<file path="src/rtl/tone_gen_if.sv">
// Keyboard/octave inputs and speaker outputs of the tone generator.
// With TONE_GEN_VOLUME_EN defined, a 4-bit volume input is added.
interface tone_gen_if;
  logic [2:0] octave;
  logic [3:0] key;
`ifdef TONE_GEN_VOLUME_EN
  logic [3:0] volume;
`endif
  logic       audio;
  logic       playing;
  logic       edge_strobe;

  modport master (
    output octave,
    output key,
`ifdef TONE_GEN_VOLUME_EN
    output volume,
`endif
    input  audio,
    input  playing,
    input  edge_strobe
  );

  modport slave (
    input  octave,
    input  key,
`ifdef TONE_GEN_VOLUME_EN
    input  volume,
`endif
    output audio,
    output playing,
    output edge_strobe
  );
endinterface

</file>
<file path="src/rtl/tone_gen.sv">
// Square-wave tone generator: note/octave to half-period, glitch-free pitch changes.
// Optional TONE_GEN_VOLUME_EN adds a 16-step PWM volume gate on the audio pin.
module tone_gen #(
  parameter int unsigned CLK_HZ = 100000000,
  parameter int unsigned CNT_W  = 22
) (
  input logic       clk,
  input logic       rst_n,
  tone_gen_if.slave bus
);

  typedef enum logic {IDLE, PLAY} state_e;
  typedef logic [CNT_W-1:0] hp_t;

  // Octave-0 half-period in clocks for note n (equal temperament, A4 = 440 Hz).
  function automatic hp_t note_hp(input int n);
    real f;
    f = 440.0 * (2.0 ** (real'(n - 57) / 12.0));
    return hp_t'($rtoi(real'(CLK_HZ) / (2.0 * f) + 0.5));
  endfunction

  localparam hp_t NOTE_TABLE [16] = '{
    note_hp(0), note_hp(1), note_hp(2),  note_hp(3),
    note_hp(4), note_hp(5), note_hp(6),  note_hp(7),
    note_hp(8), note_hp(9), note_hp(10), note_hp(11),
    hp_t'(0),   hp_t'(0),   hp_t'(0),    hp_t'(0)
  };

  logic [2:0] req_oct_q;
  logic [3:0] req_key_q;
  hp_t        hp_pend_q;
  logic       rest_pend_q;

  state_e     state_q, state_d;
  hp_t        count_q, count_d;
  hp_t        hp_act_q, hp_act_d;
  logic       square_q, square_d;
  logic       strobe_q, strobe_d;

  always_ff @(posedge clk) begin
    if (!rst_n) begin
      req_oct_q   <= 3'd0;
      req_key_q   <= 4'd15;
      hp_pend_q   <= '0;
      rest_pend_q <= 1'b1;
    end else begin
      req_oct_q   <= bus.octave;
      req_key_q   <= bus.key;
      hp_pend_q   <= NOTE_TABLE[req_key_q] >> req_oct_q;
      rest_pend_q <= (req_key_q >= 4'd12);
    end
  end

  always_ff @(posedge clk) begin
    if (!rst_n) begin
      state_q  <= IDLE;
      count_q  <= '0;
      hp_act_q <= '0;
      square_q <= 1'b0;
      strobe_q <= 1'b0;
    end else begin
      state_q  <= state_d;
      count_q  <= count_d;
      hp_act_q <= hp_act_d;
      square_q <= square_d;
      strobe_q <= strobe_d;
    end
  end

  // Pending pitch/rest is only consulted at a half-period boundary, so halves never shorten.
  always_comb begin
    state_d  = state_q;
    count_d  = count_q;
    hp_act_d = hp_act_q;
    square_d = square_q;
    strobe_d = 1'b0;
    case (state_q)
      IDLE: begin
        square_d = 1'b0;
        count_d  = '0;
        if (!rest_pend_q) begin
          state_d  = PLAY;
          hp_act_d = hp_pend_q;
          square_d = 1'b1;
          strobe_d = 1'b1;
        end
      end
      PLAY: begin
        if (count_q == hp_act_q - hp_t'(1)) begin
          count_d = '0;
          if (rest_pend_q) begin
            state_d  = IDLE;
            square_d = 1'b0;
          end else begin
            square_d = ~square_q;
            strobe_d = ~square_q;
            hp_act_d = hp_pend_q;
          end
        end else begin
          count_d = count_q + hp_t'(1);
        end
      end
    endcase
  end

  assign bus.playing     = (state_q == PLAY);
  assign bus.edge_strobe = strobe_q;

`ifdef TONE_GEN_VOLUME_EN
  logic [3:0] pwm_cnt_q;

  always_ff @(posedge clk) begin
    if (!rst_n) pwm_cnt_q <= 4'd0;
    else        pwm_cnt_q <= pwm_cnt_q + 4'd1;
  end

  assign bus.audio = square_q & (pwm_cnt_q < bus.volume);
`else
  assign bus.audio = square_q;
`endif

endmodule

</file>
<file path="src/flat_wrapper.sv">
// flat-port wrapper written by rule: the top's interface ports become plain ports
module tone_gen_flat 
#(
  parameter int unsigned CLK_HZ = 100000000,
  parameter int unsigned CNT_W  = 22
)
  (clk, rst_n, bus_octave, bus_key, bus_audio, bus_playing, bus_edge_strobe);
  tone_gen_if bus_i ();
  input logic clk;
  input logic rst_n;
  input wire logic [$bits(bus_i.octave)-1:0] bus_octave;
  input wire logic [$bits(bus_i.key)-1:0] bus_key;
  output wire logic [$bits(bus_i.audio)-1:0] bus_audio;
  output wire logic [$bits(bus_i.playing)-1:0] bus_playing;
  output wire logic [$bits(bus_i.edge_strobe)-1:0] bus_edge_strobe;
  assign bus_i.octave = bus_octave;
  assign bus_i.key = bus_key;
  assign bus_audio = bus_i.audio;
  assign bus_playing = bus_i.playing;
  assign bus_edge_strobe = bus_i.edge_strobe;
  tone_gen #(.CLK_HZ(CLK_HZ), .CNT_W(CNT_W)) u_core (.clk(clk), .rst_n(rst_n), .bus(bus_i));
endmodule
</file>
<file path="config.mk">
export PLATFORM = sky130hd
export DESIGN_NAME = tone_gen_flat
export DESIGN_NICKNAME = d
export VERILOG_FILES = /design/src/rtl/tone_gen_if.sv /design/src/rtl/tone_gen.sv /design/src/flat_wrapper.sv
export SDC_FILE = /design/constraint.sdc
export NUM_CORES = 1
export LEC_CHECK = 0
export CORE_MARGIN = 1
export CORE_UTILIZATION = 37
export DETAILED_ROUTE_END_ITERATION = 16
export SETUP_SLACK_MARGIN = 0.15
export SLEW_MARGIN = 20
export SYNTH_ARGS = -nofsm -noshare
export SYNTH_HDL_FRONTEND = slang
export SYNTH_SLANG_ARGS = --single-unit
</file>
<file path="constraint.sdc">
create_clock -name clk -period 3.6 [get_ports clk]
set_input_delay 1.08 -clock clk [delete_from_list [all_inputs] [get_ports clk]]
set_output_delay 1.08 -clock clk [all_outputs]
set_load 0.05 [all_outputs]
</file>
-- Yosys cells after proc, flatten, opt, wreduce, memory -nomap -nowiden
Memories as Yosys holds them, arrays and structs flattened.
Cells that the tools add are included.
- register bits: 77
- memory bits (read-only): 352
- output and inout port bits: 3
- memories kept: 1
- memory list (name ; depth ; bits a word ; read ports ; clocked after Yosys merged registers in ; wr ports ; RTL line ; text):
    (name not given) ; 16 ; 22 ; 1 ; 0 ; 0 ; tone_gen.sv:49 ; hp_pend_q <= NOTE_TABLE[req_key_q] >> req_oct_q;
- add/sub/neg operators: 2
- order comparisons: 2
- equality and inequality tests: 2
- shift operators: 1
- muxes and demuxes: 15
- bitwise gates (word level): 3
- operators with widths (operator ; number):
    $mux 22 ; 5
    $pmux 22 s2 ; 2
    $add 22x1->22 const B ; 1
    $eq 22x22->1 ; 1
    $shr 22x3->22 ; 1
    $sub 22x1->22 const B ; 1
    $pmux 1 s2 ; 3
    $ge 5x5->1 const B ; 1
    $mux 1 ; 5
    $not 4->5 ; 1
    $ge 4x4->1 const B ; 1
    $ne 2x2->1 const B ; 1
    $not 1->1 ; 2

-- Longest topological paths before layout
Gate-level depths: netlist of run 1.
- depth after elaboration: 5
- gate-level depth with buffers: 11
- mapped depth without buffers: 9

-- Worst setup path before layout of run 1
OpenSTA, ideal clock, no wires.
- path kind: register -> register
- start point: register u_core.hp_act_q[0]
- end point: register u_core.hp_act_q[10]
- setup time: 0.072 ns
- data arrival time: 2.945 ns
- required time: 3.528 ns
- path slack: 0.583 ns
- cell stages (with the launch flop): 11
- path buffers: 2
- period minus slack after synthesis: 3.017 ns
- path through: dfxtp_1 > clkbuf_1 > inv_1 > ha_1 > or4b_1 > or4_1 > nor4b_1 > a311oi_2 > o41ai_4 > buf_6 > mux2i_1
- word-level cells in the longest chain between the ends: 3
- ends and longest elaborated chain (item ; RTL line ; text):
    start, declared ; tone_gen.sv:36 ; hp_t hp_act_q, hp_act_d;
    start signal, assigned ; tone_gen.sv:64 ; hp_act_q <= hp_act_d;
    $sub 22x1->22 ; tone_gen.sv:89 ; if (count_q == hp_act_q - hp_t'(1)) begin
    $eq 22x22->1 ; tone_gen.sv:89 ;
    $ne 2x2->1 (no line) ; - ;
No other way between the ends.
A chain may end at the register's enable or synchronous reset.

-- Worst setup path after layout of run 1
- start point: register u_core.hp_act_q[0]
- end point: register u_core.hp_act_q[9]
Same word-level chain as after synthesis.

==> flow_summary.json, run 1 <==
{
  "h-tree-depth": 3,
  "clock_skew_ns": 0.00611,
  "antenna_found_initial": 0,
  "p_per_area_mw_per_mm2": 430,
  "m1WireLength_mm": 4.73,
  "cts_hold_buf": 0,
  "layout_setup_ws_ns": 0.387,
  "grt_usage_pct": 15.9,
  "portBuffers": 11,
  "rows": 40,
  "p_leak_nw": 1.96,
  "cp_max_fo": 22,
  "slew_viol_final": 0,
  "fill_cells": 1214,
  "critPathSlowestCell": "or4b_1",
  "cp.arrival_ns": 3.47,
  "worstMarginPinSlew_ns": 1.09,
  "yosys-top-cells-area": "dfxtp_1, mux2i_1, nand2_1",
  "wl_met3_microns": 241,
  "core_sq_mm": 0.0122,
  "yosysUniqueCellTypes": 65,
  "routed_wl_mm": 9.74,
  "route.met2.wl_mm": 4.64,
  "cts_resized": 0,
  "netlist.area_leader.share_pct": 32.9,
  "areaGrowthSynthToFinish_pct": 11.3,
  "cts.sinks": 77,
  "drtIter0Drc": 165,
  "cts.clk_slew.worst_paths_ns": 0.06,
  "hold_depth": 2,
  "synth_top_flop_cell": "dfxtp_1",
  "yosysTopAreaCell": "dfxtp_1",
  "setup_violations": 0,
  "rr_startpoint": "u_core.hp_act_q[0]",
  "seq_area_frac_synth_pct": 32.9,
  "ys_ff_latch": 77,
  "io_pins": 12,
  "cp.required_ns": 3.86,
  "synth_edf_count": 0,
  "path_class": "reg -> reg",
  "yosys_warnings": 0,
  "hpwl_mm": 7.11,
  "root_buffer": "clkbuf_16",
  "status": "completed",
  "synth.cells.most_frequent": "dfxtp_1, nand2_1, nor2_1, mux2i_1, clkbuf_1",
  "clock_path_buffers": 2,
  "max_cap_violations": 0,
  "postCtsSetupBuffers": 0,
  "synth_cells": 568,
  "vdd_drop_max_v": 0.000192,
  "fin_crit_ns": 3.21,
  "wire_per_inst_microns": 13.3,
  "relSlewSlack_pct": 27.1,
  "rr_worst_depth": 9,
  "drive_above_1_share_pct": 8.91,
  "min_path_type": "reg -> reg",
  "layout.nets": 575,
  "max_freq_ghz": 0.311,
  "setup_tns_ns": 0,
  "die_w_microns": 115,
  "synth.most_common_cell": "dfxtp_1",
  "finalCritPeriodShare_pct": 89.3,
  "syn-cell-area_sq_mm": 0.00469,
  "grt_max_degree": 59,
  "dieArea_sq_mm": 0.0131,
  "critPathCaptureType": "register",
  "overflow": 0,
  "grt_pass1_vias": 3603,
  "critPathMaxStageDelay_ns": 0.55,
  "cp-startpoint": "u_core.hp_act_q[0]",
  "cts_tree": "done",
  "top_layer": "met4",
  "die_h_microns": 115,
  "final-hold-violation-count": 0,
  "path_cells": "inv_1, ha_1, or4b_1, or4_1, nor4b_1, a311oi_2, o41ai_4, buf_4, mux2i_1",
  "syn_nets": 587,
  "start_util_pct": 38.5,
  "route.detailed.drc": 0,
  "viasPerCell": 5.15,
  "cp-start-kind": "register",
  "syn_area_per_cell_sq_um": 8.25,
  "drt_pass1_iterations": 4,
  "gp_congestion": 0.919,
  "ant_nets": 0,
  "route.vias.total": 3761,
  "rsz0062_at_grt": "no",
  "cts_buffers": 9,
  "hp-start": "u_core.hp_pend_q[11]",
  "dp_slack_ns": 0.407,
  "async_flop_share_pct": 0,
  "clk_latency_ns": 0.33,
  "grt_pass1_wl_mm": 16.7
}
-- through the flow --
| step | hold slack, ns | power [mW] | area [sq um] | std cells | utilization, % |
|---|---|---|---|---|---|
| finish | 0.442 | 2.24 | 5220 | 730 | 42.9 |
| global route | 0.455 | 2.35 | 5220 | 729 | 42.9 |
| CTS | 0.445 | 2.26 | 5220 | 729 | 42.9 |
| detailed placement | 0.436 | 1.26 | 4880 | 713 | 40.1 |
| global placement | 0.434 | 1.26 | 4880 | 713 | 40.1 |
| floorplan | 0.423 | 1.20 | 4690 | 568 | - |
-- logic make-up after synthesis --
logic type / share of synthesized area (%)
muxes: 12.9
AOI/OAI and AO/OA: 12.7
buffers and inverters: 4.64
and+or+nand+nor: 24.9
adders and majority gates: 2.67
xor gates and xnor gates: 9.34
DFF: 32.9
-- final timing paths --
| kind | end | slack, ns |
|---|---|---|
| min | u_core.hp_act_q[11] | 0.44 |
| max | u_core.hp_act_q[9] | 0.39 |
| min reg2reg | u_core.hp_act_q[11] | 0.44 |
| max reg2reg | u_core.hp_act_q[9] | 0.39 |
-- report_power, final --
| part | internal [mW] | switching (mW) |
|---|---|---|
| combinational | 0.146 | 0.183 |
| clock | 0.646 | 0.352 |
| sequential | 0.883 | 0.0352 |
-- registers in the layout, summed over array words and instances, names as in the netlist --
signal                  count
u_core.bus.audio            1
u_core.bus.edge_strobe      1
u_core.bus.playing          1
u_core.count_q             22
u_core.hp_act_q            22
u_core.hp_pend_q           22
u_core.req_key_q            4
u_core.req_oct_q            3
u_core.rest_pend_q          1
-- cell type report --
type / instances / area, sq um / area share [%]
Antenna cell: 1 / 2.50 / 0.0480
Clock inverter: 5 / 81.3 / 1.56
Multi-Input combinational cell: 438 / 2930 / 56.1
Sequential cell: 77 / 1540 / 29.5
Tap cell: 168 / 210 / 4.03
Clock buffer: 11 / 253 / 4.84
Timing Repair Buffer: 18 / 158 / 3.02
Inverter: 12 / 45.0 / 0.863
-- worst max-delay path, delay by kind of cell, from the launching register on --
kind	cells	cell delay (ns)
muxes	1	0.24
and+or+nand+nor	3	1.37
adders and majority gates	1	0.20
AOI/OAI and AO/OA	2	0.49
buffers and inverters	2	0.47
DFF	1	0.36
-- layout by cell type, fill, tap and decap left out, types with 8 or more instances in the layout --
| master | netlist | routed |
|---|---|---|
| nor2b_1 | 8 | 8 |
| nand2_1 | 74 | 74 |
| nor3_1 | 12 | 12 |
| nand3_1 | 13 | 13 |
| dfxtp_1 | 77 | 77 |
| and2_1 | 8 | 8 |
| inv_1 | 10 | 10 |
| ha_1 | 10 | 10 |
| nand2b_1 | 8 | 8 |
| clkdlybuf4s50_1 | 0 | 10 |
| xor2_1 | 25 | 25 |
| o21ai_0 | 21 | 21 |
| nand4_1 | 8 | 8 |
| xnor2_1 | 25 | 25 |
| mux2i_1 | 48 | 48 |
| nor2_1 | 68 | 68 |
| a21oi_1 | 22 | 22 |
| clkbuf_16 | 0 | 9 |
-- routing by layer --
layer | track usage [%] | vias up
met2 | 26.9 | 48
met5 | 0 | -
met1 | 20.0 | 1760
li1 | - | 1943
met3 | 3.28 | 10
met4 | 5.37 | 0
(Power assumes the default switching activity.)
==> inputs of run 2 (changes only) <==
--- a/config.mk
+++ b/config.mk
@@ -5,7 +5,6 @@
 export SDC_FILE = /design/constraint.sdc
 export NUM_CORES = 1
 export LEC_CHECK = 0
-export CORE_MARGIN = 1
 export CORE_UTILIZATION = 37
 export DETAILED_ROUTE_END_ITERATION = 16
 export SETUP_SLACK_MARGIN = 0.15
==> results of run 2 <==
No change in the layout: final DEF, timing and power equal those of run 1.
==> inputs of run 3 (changes only) <==
--- a/config.mk
+++ b/config.mk
@@ -5,6 +5,7 @@
 export SDC_FILE = /design/constraint.sdc
 export NUM_CORES = 1
 export LEC_CHECK = 0
+export CORE_ASPECT_RATIO = 1.75
 export CORE_UTILIZATION = 37
 export DETAILED_ROUTE_END_ITERATION = 16
 export SETUP_SLACK_MARGIN = 0.15
==> run 3 against run 2 <==
  * Clock skew grew 0.00063 ns
  * Worst setup slack better by 0.023 ns
  * Final area increased by 0.31%
  * Clock-buffer cell count decreased by 1
  * Worst hold slack worse by 0.00082 ns
  * Register-to-register slack gained 0.02 ns
  * Fmax up 0.72%
  * Sequential power barely moved
  * Utilization fell by 0.80 points
  * Routed wire length up 3.7%
  * Power fell by 0.88%
  * Cell count increased by 0.14%
  * Critical path type unchanged
==> flow_summary.json, run 3 (same netlist as run 1, synthesis figures left out) <==
{
  "status": "completed",
  "hold_depth": 2,
  "dieArea_sq_mm": 0.0131,
  "power_frac_seq_pct": 41.3,
  "worstMarginPinSlew_ns": 0.790,
  "layout_setup_ws_ns": 0.409,
  "setup_tns_ns": 0,
  "finalCritPeriodShare_pct": 88.6,
  "crit_buf_inv": 2,
  "hpwl_mm": 7.71,
  "slew_viol_final": 0,
  "io_pins": 12,
  "max_cap_violations": 0,
  "cts_hold_buf": 0,
  "drive_above_1_share_pct": 9.24,
  "layout.cells.most_common": "dfxtp_1",
  "postCtsSetupBuffers": 0,
  "rr_startpoint": "u_core.hp_act_q[0]",
  "drtIter0Drc": 160,
  "cp_max_fo": 22,
  "clk_latency_ns": 0.33,
  "ant_nets": 0,
  "route.vias.total": 3800,
  "min_path_type": "reg -> reg",
  "fill_cells": 1269,
  "cp.arrival_ns": 3.44,
  "rsz0062_at_grt": "no",
  "clock_path_buffers": 2,
  "core_sq_mm": 0.0124,
  "clock_skew_ns": 0.00674,
  "vdd_drop_max_v": 0.000212,
  "max_freq_ghz": 0.313,
  "power_frac_comb_pct": 15.0,
  "root_buffer": "clkbuf_16",
  "cts.clk_slew.worst_paths_ns": 0.05,
  "cp.required_ns": 3.85,
  "final_cell_mix": "dfxtp_1, nand2_1, nor2_1",
  "routed_wl_mm": 10.1,
  "areaGrowthSynthToFinish_pct": 11.7,
  "setup_violations": 0,
  "cts_tree": "done",
  "cpLargestDelayFamily": "simple AND/OR/NAND/NOR gates",
  "wire_per_inst_microns": 13.8,
  "drt_pass1_iterations": 4,
  "grt_usage_pct": 16.8,
  "grt_pass1_vias": 3693,
  "p_int_mw": 1.65,
  "hp-start": "u_core.hp_pend_q[9]",
  "path_cells": "inv_1, ha_1, or4b_1, or4_1, nor4b_1, a311oi_2, o41ai_4, buf_12, mux2i_1",
  "die_w_microns": 87.1,
  "critPathMaxStageDelay_ns": 0.56,
  "rows": 54,
  "gp_congestion": 0.936,
  "antenna_found_initial": 0,
  "sw_frac_of_total_pct": 25.6,
  "top_regs": "u_core.count_q x22, u_core.hp_act_q x22, u_core.hp_pend_q x22",
  "die_h_microns": 151,
  "h-tree-depth": 3,
  "p_per_area_mw_per_mm2": 425,
  "cts_buffers": 9,
  "critPathCaptureType": "register",
  "route.detailed.drc": 0,
  "path_class": "reg -> reg",
  "p_switching_mw": 0.570,
  "cts.sinks": 77,
  "cts_resized": 0,
  "layout.nets": 577,
  "overflow": 0,
  "crit_cells": 9,
  "portBuffers": 11,
  "cp-start-kind": "register",
  "viasPerCell": 5.20,
  "start_util_pct": 37.7,
  "grt_pass1_wl_mm": 17.2,
  "relSlewSlack_pct": 47.2,
  "cp-startpoint": "u_core.hp_act_q[0]",
  "rr_worst_depth": 9,
  "dp_slack_ns": 0.424,
  "p_leak_nw": 1.97,
  "n_antenna_cell": 0,
  "fin_crit_ns": 3.19,
  "final-hold-violation-count": 0,
  "critPathSlowestCell": "or4b_1",
  "grt_max_degree": 35,
  "clkPwrFrac_pct": 43.7
}
-- run 3: cell count changes in the layout (fill, tap and decap cells not counted) --
cell and change:
buf_12 +1, buf_4 +1, clkbuf_8 -1, clkinv_2 +1, clkinv_4 +1, diode_2 -1
inv_6 -1
-- run 3: power groups by stage --
stage	Combinational (mW)	Sequential (mW)	Clock, mW
after floorplan	0.276	0.921	0
after global routing	0.370	0.924	1.05
after global placement	0.326	0.937	0
final	0.333	0.919	0.972
after detailed placement	0.333	0.938	0
after CTS	0.334	0.919	1.00
-- run 3: final cells by class --
class	instances	area (sq um)	area share, %
Multi-Input combinational cell	438	2930	55.9
Sequential cell	77	1540	29.4
Clock buffer	10	239	4.57
Tap cell	168	210	4.02
Timing Repair Buffer	20	185	3.54
Clock inverter	6	86.3	1.65
Inverter	12	45.0	0.860
-- run 3: through the flow --
| step | cell area, sq um | hold WS (ns) | power [mW] | cells | utilization (%) |
|---|---|---|---|---|---|
| after floorplan | 4690 | 0.423 | 1.20 | 568 | - |
| after global placement | 4910 | 0.428 | 1.26 | 715 | 39.5 |
| after detailed placement | 4910 | 0.437 | 1.27 | 715 | 39.5 |
| after CTS | 5240 | 0.445 | 2.26 | 731 | 42.1 |
| after global routing | 5240 | 0.456 | 2.34 | 731 | 42.1 |
| final | 5240 | 0.441 | 2.22 | 731 | 42.1 |
-- run 3: final timing paths --
kind                                             to  slack (ns)
worst max-delay path            u_core.hp_act_q[10]        0.41
worst max register to register  u_core.hp_act_q[10]        0.41
worst min-delay path             u_core.hp_act_q[9]        0.44
worst min register to register   u_core.hp_act_q[9]        0.44
-- run 3: worst reg2reg max path, stage by stage, from the launching register on --
cell      delay, ns
dfxtp_1        0.37
inv_1          0.08
ha_1           0.21
or4b_1         0.56
or4_1          0.50
nor4b_1        0.37
a311oi_2       0.15
o41ai_4        0.43
buf_12         0.24
mux2i_1        0.22
-- run 3: layer usage --
layer,vias up,wire [microns],global-route usage (%)
li1,1956,-,-
met1,1766,3950,16.7
met2,56,5590,31.9
met3,22,226,3.38
met4,0,336,9.33
met5,-,0,0
